$ cat src/rtl/mem_port_arbiter.sv
// Arbitrates one memory controller between refresh, port A (CPU, read/write)
// and port B (video, read-only). Refresh goes first, then A/B round-robin.
module mem_port_arbiter #(
    parameter int REFRESH_INTERVAL = 600,
    parameter int TIMEOUT          = 255
) (
    input  logic        clk,
    input  logic        reset,
    input  logic        a_req,
    input  logic        a_we,
    input  logic [21:0] a_addr,
    input  logic [7:0]  a_din,
    output logic        a_ack,
    output logic [7:0]  a_dout,
    input  logic        b_req,
    input  logic [21:0] b_addr,
    output logic        b_ack,
    output logic [7:0]  b_dout,
    output logic        mc_read,
    output logic        mc_write,
    output logic        mc_refresh,
    output logic [21:0] mc_addr,
    output logic [7:0]  mc_din,
    input  logic [7:0]  mc_dout,
    input  logic        mc_busy,
    output logic        ready,
    output logic        timeout
);
    localparam int TW = (REFRESH_INTERVAL > 1) ? $clog2(REFRESH_INTERVAL) : 1;
    localparam int WW = (TIMEOUT > 1) ? $clog2(TIMEOUT) : 1;

    typedef enum logic [2:0] {INIT, IDLE, ISSUE, ACCEPT, DONE} state_t;
    typedef enum logic [1:0] {OWN_REF, OWN_A, OWN_B} owner_t;

    state_t        state_q, state_d;
    owner_t        owner_q, owner_d;
    logic          we_q, we_d;
    logic          ready_q, ready_d;
    logic          timeout_q, timeout_d;
    logic          a_ack_q, a_ack_d;
    logic          b_ack_q, b_ack_d;
    logic [7:0]    a_dout_q, a_dout_d;
    logic [7:0]    b_dout_q, b_dout_d;
    logic          mc_read_q, mc_read_d;
    logic          mc_write_q, mc_write_d;
    logic          mc_refresh_q, mc_refresh_d;
    logic [21:0]   mc_addr_q, mc_addr_d;
    logic [7:0]    mc_din_q, mc_din_d;
    logic [TW-1:0] timer_q, timer_d;
    logic [1:0]    debt_q, debt_d;
    logic          prefer_b_q, prefer_b_d;
    logic [WW-1:0] wd_q, wd_d;

    logic wrap, ref_grant, wd_hit, finish, give_up;

    always_comb begin
        state_d      = state_q;
        owner_d      = owner_q;
        we_d         = we_q;
        ready_d      = ready_q;
        timeout_d    = timeout_q;
        a_ack_d      = 1'b0;
        b_ack_d      = 1'b0;
        a_dout_d     = a_dout_q;
        b_dout_d     = b_dout_q;
        mc_read_d    = 1'b0;
        mc_write_d   = 1'b0;
        mc_refresh_d = 1'b0;
        mc_addr_d    = mc_addr_q;
        mc_din_d     = mc_din_q;
        prefer_b_d   = prefer_b_q;
        wd_d         = wd_q;
        debt_d       = debt_q;
        ref_grant    = 1'b0;
        finish       = 1'b0;
        give_up      = 1'b0;
        wrap         = (timer_q == TW'(REFRESH_INTERVAL - 1));
        timer_d      = wrap ? '0 : timer_q + 1'b1;
        wd_hit       = (wd_q == WW'(TIMEOUT - 1));

        case (state_q)
            INIT: begin
                if (!mc_busy) begin
                    state_d = IDLE;
                    ready_d = 1'b1;
                end
            end
            IDLE: begin
                // The cycle showing an ack is a dead cycle so a requester
                // still holding req from the finished access is not re-granted.
                if (!(a_ack_q || b_ack_q)) begin
                    if (debt_q != 2'd0) begin
                        ref_grant    = 1'b1;
                        owner_d      = OWN_REF;
                        we_d         = 1'b0;
                        mc_addr_d    = '0;
                        mc_din_d     = '0;
                        mc_refresh_d = 1'b1;
                        state_d      = ISSUE;
                    end else if (a_req && (!b_req || !prefer_b_q)) begin
                        owner_d    = OWN_A;
                        we_d       = a_we;
                        mc_addr_d  = a_addr;
                        mc_din_d   = a_din;
                        mc_write_d = a_we;
                        mc_read_d  = !a_we;
                        prefer_b_d = 1'b1;
                        state_d    = ISSUE;
                    end else if (b_req) begin
                        owner_d    = OWN_B;
                        we_d       = 1'b0;
                        mc_addr_d  = b_addr;
                        mc_din_d   = '0;
                        mc_read_d  = 1'b1;
                        prefer_b_d = 1'b0;
                        state_d    = ISSUE;
                    end
                end
            end
            ISSUE: begin
                wd_d    = '0;
                state_d = ACCEPT;
            end
            ACCEPT: begin
                if (wd_hit) begin
                    give_up = 1'b1;
                end else begin
                    wd_d = wd_q + 1'b1;
                    if (mc_busy) state_d = DONE;
                end
            end
            DONE: begin
                // A completion arriving on the last watchdog cycle still counts.
                if (!mc_busy) begin
                    finish = 1'b1;
                end else if (wd_hit) begin
                    give_up = 1'b1;
                end else begin
                    wd_d = wd_q + 1'b1;
                end
            end
            default: state_d = INIT;
        endcase

        if (finish || give_up) begin
            state_d = IDLE;
            a_ack_d = (owner_q == OWN_A);
            b_ack_d = (owner_q == OWN_B);
        end
        if (finish && owner_q == OWN_A && !we_q) a_dout_d = mc_dout;
        if (finish && owner_q == OWN_B)          b_dout_d = mc_dout;
        if (give_up)                             timeout_d = 1'b1;

        if (wrap && !ref_grant && debt_q != 2'd3) debt_d = debt_q + 2'd1;
        else if (!wrap && ref_grant)              debt_d = debt_q - 2'd1;
    end

    always_ff @(posedge clk) begin
        if (reset) begin
            state_q      <= INIT;
            owner_q      <= OWN_REF;
            we_q         <= 1'b0;
            ready_q      <= 1'b0;
            timeout_q    <= 1'b0;
            a_ack_q      <= 1'b0;
            b_ack_q      <= 1'b0;
            a_dout_q     <= '0;
            b_dout_q     <= '0;
            mc_read_q    <= 1'b0;
            mc_write_q   <= 1'b0;
            mc_refresh_q <= 1'b0;
            mc_addr_q    <= '0;
            mc_din_q     <= '0;
            timer_q      <= '0;
            debt_q       <= '0;
            prefer_b_q   <= 1'b1;
            wd_q         <= '0;
        end else begin
            state_q      <= state_d;
            owner_q      <= owner_d;
            we_q         <= we_d;
            ready_q      <= ready_d;
            timeout_q    <= timeout_d;
            a_ack_q      <= a_ack_d;
            b_ack_q      <= b_ack_d;
            a_dout_q     <= a_dout_d;
            b_dout_q     <= b_dout_d;
            mc_read_q    <= mc_read_d;
            mc_write_q   <= mc_write_d;
            mc_refresh_q <= mc_refresh_d;
            mc_addr_q    <= mc_addr_d;
            mc_din_q     <= mc_din_d;
            timer_q      <= timer_d;
            debt_q       <= debt_d;
            prefer_b_q   <= prefer_b_d;
            wd_q         <= wd_d;
        end
    end

    assign a_ack      = a_ack_q;
    assign b_ack      = b_ack_q;
    assign a_dout     = a_dout_q;
    assign b_dout     = b_dout_q;
    assign mc_read    = mc_read_q;
    assign mc_write   = mc_write_q;
    assign mc_refresh = mc_refresh_q;
    assign mc_addr    = mc_addr_q;
    assign mc_din     = mc_din_q;
    assign ready      = ready_q;
    assign timeout    = timeout_q;

endmodule
$ cat config.mk
export PLATFORM = sky130hd
export DESIGN_NAME = mem_port_arbiter
export DESIGN_NICKNAME = d
export VERILOG_FILES = /design/src/rtl/mem_port_arbiter.sv
export SDC_FILE = /design/constraint.sdc
export NUM_CORES = 1
export LEC_CHECK = 0
export CAP_MARGIN = 20
export CORE_ASPECT_RATIO = 1.75
export CORE_MARGIN = 2
export CORE_UTILIZATION = 49
export CTS_BUF_LIST = sky130_fd_sc_hd__clkbuf_4 sky130_fd_sc_hd__clkbuf_8 sky130_fd_sc_hd__clkbuf_16
export DETAILED_ROUTE_END_ITERATION = 16
export PLACE_DENSITY = 0.86
export SLEW_MARGIN = 15
export SYNTH_ARGS = -nofsm -noshare
export SYNTH_HDL_FRONTEND = slang
export SYNTH_SLANG_ARGS = --single-unit
$ cat constraint.sdc
create_clock -name clk -period 4.6 [get_ports clk]
set_clock_uncertainty 0.15 [all_clocks]
set_input_delay 0.92 -clock clk [delete_from_list [all_inputs] [get_ports clk]]
set_output_delay 0.92 -clock clk [all_outputs]
set_load 0.05 [all_outputs]
# == Yosys cells after proc, flatten, opt, wreduce, memory -nomap -nowiden ==
# Cells that the tools add are included.
# word_totals
output_inout_bits,53
input_bits,66
wordCells,121
register_bits,80
# op_classes
n_eq_ne,21
bitwise_logic,7
reduce_logical,33
n_addsub,4
muxes,37
# ops
operator,n
$mux W22,3
$mux W8,5
$pmux W8 S3,1
$mux W3,7
$pmux W3 S5,1
$mux W1,14
$ne A2 B2 Y1 const B,7
$ne A3 B3 Y1 const B,4
$reduce_and A6 Y1,2
$add A10 B1 Y10 const B,1
$eq A10 B10 Y1 const B,1
$mux W2,5
$add A8 B1 Y8 const B,1
$eq A8 B8 Y1 const B,1
$logic_and A1 B1 Y1,7
$not A1 Y1,7
$eq A3 B2 Y1 const B,2
$logic_not A1 Y1,6
$reduce_bool A2 Y1,3
$reduce_bool A3 Y1,2
$reduce_or A2 Y1,3
$ne A5 B5 Y1 const B,1
$reduce_or A5 Y1,1
$ne A4 B4 Y1 const B,1
other kinds (13),16

# == Depth between registers and ports, before layout ==
# Gate-level depths: netlist of run 1.
# depth
depth_word,8
depth_mapped,7
ltp_nobuf,6

# == Least setup slack after synthesis of run 1 ==
# OpenSTA, ideal clock, no wires.
# synth_timing
kind,in2reg
start,input a_req
end,register prefer_b_q
setup_slack_ns,2.540
required_ns,4.330
arrival_ns,1.790
cell_stages,5
setup_ns,0.120
path_buffers,2
path_cell_list,a21boi_2 -> and4_1 -> clkbuf_1 -> buf_2 -> a211o_1
# synth_between
elab_chain_len,3
elab_cells_between_ends,4
cone_classes,mux: 1; reduce/logical: 3
# synth_rtl
element,line_no,source
from (decl),9,"input logic a_req,"
$logic_and A1 B1 Y1 (*),100,end else if (a_req && (!b_req || !prefer_b_q)) begin
$reduce_bool A2 Y1 (no line),--,
$reduce_and A4 Y1 (no line),--,
to (signal assigned),195,prefer_b_q <= prefer_b_d;
to (decl),51,"logic prefer_b_q, prefer_b_d;"
# Every way passes the cells marked *; elsewhere a longest branch is shown, timed or not.
# A chain may end at the register's enable or synchronous reset.

# == Worst setup path after layout of run 1 ==
# layout_timing
start,input b_req
end,register mc_addr_q[20] (netlist: mc_addr[20])
# layout_between
elab_chain_len,5
elab_cells_between_ends,7
cone_classes,mux: 2; reduce/logical: 5
# layout_rtl
element,line_no,source
from (decl),15,"input logic b_req,"
$logic_not A1 Y1,100,
$logic_or A1 B1 Y1,100,
$logic_and A1 B1 Y1,100,
$reduce_bool A3 Y1 (no line) / $mux W22 (equally long branches),--,
$reduce_and A3 Y1 (no line) / $mux W22 (equally long branches),--,
to (signal assigned),191,mc_addr_q <= mc_addr_d;
to (decl),47,"logic [21:0] mc_addr_q, mc_addr_d;"
# Parallel ways exist; a longest one is shown, timed or not.

==> metrics.txt, run 1 <==
outcome finished, final reports clean; Power per Cell Area 405 nW/um^2; DRC violations left 0; Post-Synth XOR/XNOR Area 0.0230; post-CTS sizing 0; layout cells sized above 1 0.0671; final WL 9580 um; total track usage 0.253; post-synth top area cell dfxtp_1; P&R area growth vs syn 42.4%; synth top area cells dfxtp_1 (47%), a21oi_1 (6.1%), a32oi_1 (5.6%); Via density 5.74; DP Area 4610 um^2; Worst Path Arrival 2950 ps; ys async rst share 0; max_cap viols 0; Final Cell Area 4880 um^2; Ys Warns 0; Antenna Nets Post-Route 0; Die Area 7710 um^2; Startpoint Class primary input; worst r2r path cells 4; Final Slew Violations 0; HPWL after DPL roughly 6800 um; Period minus WS final 2850 ps; post-CTS setup buffer count 0; Ports around 120; post-synthesis compound-gate area fraction 0.199; Worst VDD drop slightly above 0.3 mV; Required @ worst endpoint 4710 ps; gpl congestion 0.834; post-synthesis mux area share 0.0350; vias in the first global route 3253; Syn Area/Cell 9.00 um^2; Synth top area share 0.467; Slew HR 0.368; kind of critical path in -> reg; FF+latch count, synth 80; unrepaired setup endpoints after global routing false; WHS 298 ps; die width 67.2 um; Cell variety after synth 57; largest net degree at the start of global routing 41; CP delay by family, top buffers and inverters; Post-Synth Adder-Cell Area 0.0109; iteration-0 DRC count of the detailed router roughly 250; Clock Root Buffer clkbuf_16; DR WL/cell 16.6 um; period utilization 0.619; Die Ht 115 um; Crit path largest cell delay roughly 670 ps; Seq/Total Area, Yosys 0.467; EDFF count, synth 0; largest family of logic cells by synthesized area simple AND/OR/NAND/NOR gates; register area 1600 um^2; top_reg_cell synth dfxtp_1; hold depth 2; R2R setup slack roughly 2100 ps; Fillers 522; ant diodes 0; Simple-Gate Fraction of Synth Area 0.222; Max Fclk about 0.35 GHz; DR pass1 iterations 4; Setup TNS 0 ps; Multi-input gate area 1680 um^2; cell depth of the worst setup path 6; grt ovf 0; Mapped Cells 381; # hold bufs at CTS 0; vias post-DR 3304; Syn Nets 450; most common cell in the netlist dfxtp_1; CTS H-tree depth 3; Worst-Skew Late Latency 330 ps; area of the core 6810 um^2; Worst setup EP type flop; clock-pin slew on the worst setup and hold paths 50 ps; Lkg Pwr 1.76 nW; Final Setup Violations 0; Initial Util 0.504; Worst Tran Pin Value between 900 and 1000 ps; first-pass GRT wire length about 15000 um; CTS Sinks 80; Post-synth top cells dfxtp_1 (80), nand2_1 (48), a21oi_1 (42); CTS buffer count 9; initial antenna violation count 0; Final #Nets 558; Critical path buffers and inverters 2; port buffer count 118; maximum buffer depth of the clock tree 2; CP Cell Sequence clkdlybuf4s50_1 > a21boi_2 > and4_1 > buf_6 > a32oi_1 > a21oi_1; Critical-path top delay cell and4_1; row cnt 40; Crit Path Max Fanout 17; final hold vios 0; HP Class reg -> reg; Mapped Area 3430 um^2; CTS tree built
==> kinds of logic after synthesis <==
| kind of cell | after synthesis |
|---|---|
| muxes | 12 |
| adders and majority gates | 3 |
| and+or+nand+nor | 148 |
| buffers and inverters | 30 |
| DFF | 80 |
| xor gates and xnor gates | 9 |
| AOI/OAI and AO/OA | 99 |
==> through the flow <==
step                      power (mW)  cells  utilization  worst slack [ps]
after global routing            2.05    576        0.717              1570
final                           1.98    576        0.717              1750
after detailed placement        1.34    561        0.677              1250
after global placement          1.33    561        0.677              1370
after CTS                       1.98    575        0.716              1580
after floorplan                 1.17    381            -              2540
==> cell type report <==
cell class	instances	share of cell area
clock inverter	1	0.00102
timing repair buffer	123	0.249
tap	84	0.0215
multi-input combinational	271	0.344
sequential	80	0.328
clock buffer	13	0.0535
inverter	4	0.00307
==> power by group <==
part | total (mW) | switching, mW | internal [mW]
combinational | 0.536 | 0.330 | 0.206
clock | 0.640 | 0.249 | 0.391
sequential | 0.800 | 0.0553 | 0.745
total | 1.98 | 0.634 | 1.34
==> state kept, by name, summed over array words and instances, names as in the netlist, 2 cells and up <==
register	flops
state_q	3
mc_din	8
debt_q	2
mc_addr	22
timer_q	10
b_dout	8
owner_q	2
a_dout	8
wd_q	8
==> worst paths after layout <==
path,from,endpoint
worst min-delay path,mc_addr[6],mc_addr[6]
worst min register to register,mc_addr[6],mc_addr[6]
worst max register to register,state_q[0],prefer_b_q
worst max-delay path,b_req,mc_addr[20]
==> per-layer routing <==
| metal | part of all wire | wire, um | vias to the layer above | track usage |
|---|---|---|---|---|
| met4 | 0.032 | 306 | 0 | 0.132 |
| met1 | 0.37 | 3580 | 1569 | 0.277 |
| li1 | - | - | 1599 | - |
| met3 | 0.051 | 484 | 23 | 0.0452 |
| met5 | 0 | 0 | - | 0 |
| met2 | 0.54 | 5210 | 113 | 0.448 |
==> worst reg2reg max path: stages, from the launching register on <==
cell and delay, ps:
dfxtp_1 590, and2b_1 330, and3_1 830, nand2_1 140, a211o_1 330
==> cells in the final DEF (no fill, tap or decap), types with 2 or more instances in the layout <==
cell / n
and4_1: 4
and2_1: 2
a21oi_1: 42
buf_4: 4
and3_1: 2
o21ai_0: 8
or3_1: 5
ha_1: 3
xor2_1: 7
nor2_1: 41
a22oi_1: 9
o211ai_1: 2
nor4b_1: 2
nand4_1: 6
nand2_1: 48
o2bb2ai_1: 2
or2_2: 2
nor3b_1: 2
clkbuf_16: 9
nand3b_1: 2
mux2i_1: 12
clkdlybuf4s50_1: 117
nor3_1: 2
dfxtp_1: 80
nand3_1: 17
clkbuf_4: 3
inv_1: 4
xnor2_1: 2
a32oi_1: 22
Power figures use the tool's default switching activity.
==> run 2: changes to the inputs <==
--- a/config.mk
+++ b/config.mk
@@ -8,10 +8,10 @@
 export CAP_MARGIN = 20
 export CORE_ASPECT_RATIO = 1.75
 export CORE_MARGIN = 2
-export CORE_UTILIZATION = 49
+export CORE_UTILIZATION = 41
 export CTS_BUF_LIST = sky130_fd_sc_hd__clkbuf_4 sky130_fd_sc_hd__clkbuf_8 sky130_fd_sc_hd__clkbuf_16
 export DETAILED_ROUTE_END_ITERATION = 16
-export PLACE_DENSITY = 0.86
+export PLACE_DENSITY = 0.77
 export SLEW_MARGIN = 15
 export SYNTH_ARGS = -nofsm -noshare
 export SYNTH_HDL_FRONTEND = slang
==> constraint.sdc (replaced) <==
create_clock -name clk -period 2.4 [get_ports clk]
set_clock_uncertainty 0.15 [all_clocks]
set_input_delay 0.48 -clock clk [delete_from_list [all_inputs] [get_ports clk]]
set_output_delay 0.48 -clock clk [all_outputs]
set_load 0.05 [all_outputs]
==> run 2 against run 1 <==
  * Critical path depth down 5
  * Clock-buffer cell count unchanged
  * First-iteration DRC count is 40% lower
  * Critical endpoint is now b_ack
  * Largest power group unchanged
  * Highest routed layer unchanged
==> metrics.txt, run 2 (synthesis results as in run 1) <==
Setup WS pre-CTS 55.7 ps (-1190 ps); ant diodes 0 (unchanged); layout cells sized above 1 0.0929 (+0.0258); CTS H-tree depth 3 (unchanged); reg-to-reg startpoint state_q[1]; Tot Pwr 3.99 mW (+100%); Final Setup Violations 0 (unchanged); most frequent cells in the layout clkdlybuf4s50_1 (117), dfxtp_1 (80), nand2_1 (48); kind of critical path reg -> out; Power per Cell Area 792 nW/um^2 (+96%); Startpoint Class flop; maximum buffer depth of the clock tree 2 (unchanged); DRC violations left 0 (unchanged); CTS tree built; iteration-0 DRC count of the detailed router 148 (-40%); Worst Path Arrival 1550 ps (-1400 ps); CP delay by family, top buffers and inverters; Via density 5.54 (-3.5%); grt ovf 0 (unchanged); Worst setup EP type output pin; CTS Sinks 80 (unchanged); row cnt 44 (+10%); outcome finished, final reports clean; CTS buffer count 9 (unchanged); placed cells 582 (+3.7%); Final Slew Violations 0 (unchanged); Initial Util 0.418 (-0.0857); total track usage 0.208 (-0.0443); port buffer count 118 (unchanged); CP Cell Sequence clkdlybuf4s50_1; final worst slack 219 ps (-1530 ps); Clock Root Buffer clkbuf_16; post-CTS setup buffer count 0 (unchanged); Required @ worst endpoint 1770 ps (-2940 ps); Lkg Pwr 1.85 nW (+5.0%); WHS 283 ps (-14.6 ps); Ports 119 (unchanged); DR WL/cell 15.6 um (-6.3%); period utilization 0.909; vias post-DR 3310 (+0.18%); Final #Nets 570 (+2.2%); Fillers 681 (+30%); gpl congestion 0.837 (+0.32%); Die Ht 125 um (+9.0%); initial antenna violation count 0 (unchanged); die width 73.1 um (+8.8%); largest net degree at the start of global routing 37 (-9.8%); Critical-path top delay cell clkdlybuf4s50_1; Antenna Nets Post-Route 0 (unchanged); Max Fclk 0.458 GHz; HPWL after DPL 6900 um (+1.9%); vias in the first global route 3197 (-1.7%); Crit Path Max Fanout 3 (-14); P&R area growth vs syn 47.2%; Critical path buffers and inverters 1 (-1); Period minus WS final around 2200 ps; post-CTS sizing 0 (unchanged); Slew HR 0.551 (+0.184); Crit path largest cell delay 830 ps (+160 ps); max FFs per register 22 (unchanged); hold_sp timer_q[0]; DR pass1 iterations 4 (unchanged); area of the core 8200 um^2 (+21%); Worst-Skew Late Latency 330 ps (about the same); # hold bufs at CTS 0 (unchanged); clock-pin slew on the worst setup and hold paths 60 ps (about the same); commonest non-fill, non-tap cell in the layout clkdlybuf4s50_1; final WL 9320 um (-2.7%); final hold vios 0 (unchanged); HP Class reg -> reg; Setup TNS 0 ps (unchanged); first-pass GRT wire length 15000 um (+0.74%); fin cells 598 (+3.8%); Critical Path Source b_ack; unrepaired setup endpoints after global routing false; Worst Tran Pin Value 673 ps (-275 ps); Die Area 9140 um^2 (+19%); Worst VDD drop 0.505 mV (+65%); max_cap viols 0 (unchanged)
-- run 2: per-layer routing --
metal / part of all wire / wire [um] / global-route usage
met4: 0.032 / 300 / 0.0980
met1: 0.38 / 3570 / 0.232
met3: 0.033 / 307 / 0.0363
met5: 0 / 0 / 0
met2: 0.55 / 5140 / 0.369
-- run 2: cell type report --
cell class	count	area (um^2)	share of cell area
Inverter	4	15.0	0.00298
Multi-Input combinational cell	271	1680	0.333
Tap cell	92	115	0.0228
Timing Repair Buffer	135	1330	0.263
Sequential cell	80	1600	0.317
Clock buffer	13	268	0.0531
Clock inverter	3	40.0	0.00793
-- run 2: report_power, final --
group          switching [mW]  internal [mW]
registers               0.104           1.43
clock network           0.490          0.881
logic                   0.644          0.447
-- run 2: per-stage QoR --
stage	utilization	area [um^2]
global placement	0.578	4740
floorplan	-	3430
CTS	0.615	5050
detailed placement	0.578	4740
finish	0.615	5050
global route	0.615	5050
-- run 2: worst paths after layout --
kind | cells after the start | slack, ps | end
setup / recovery | 1 | 220 | b_ack
hold / removal | 1 | 280 | timer_q[0]
setup reg to reg | 5 | 430 | prefer_b_q
hold reg to reg | 1 | 280 | timer_q[0]
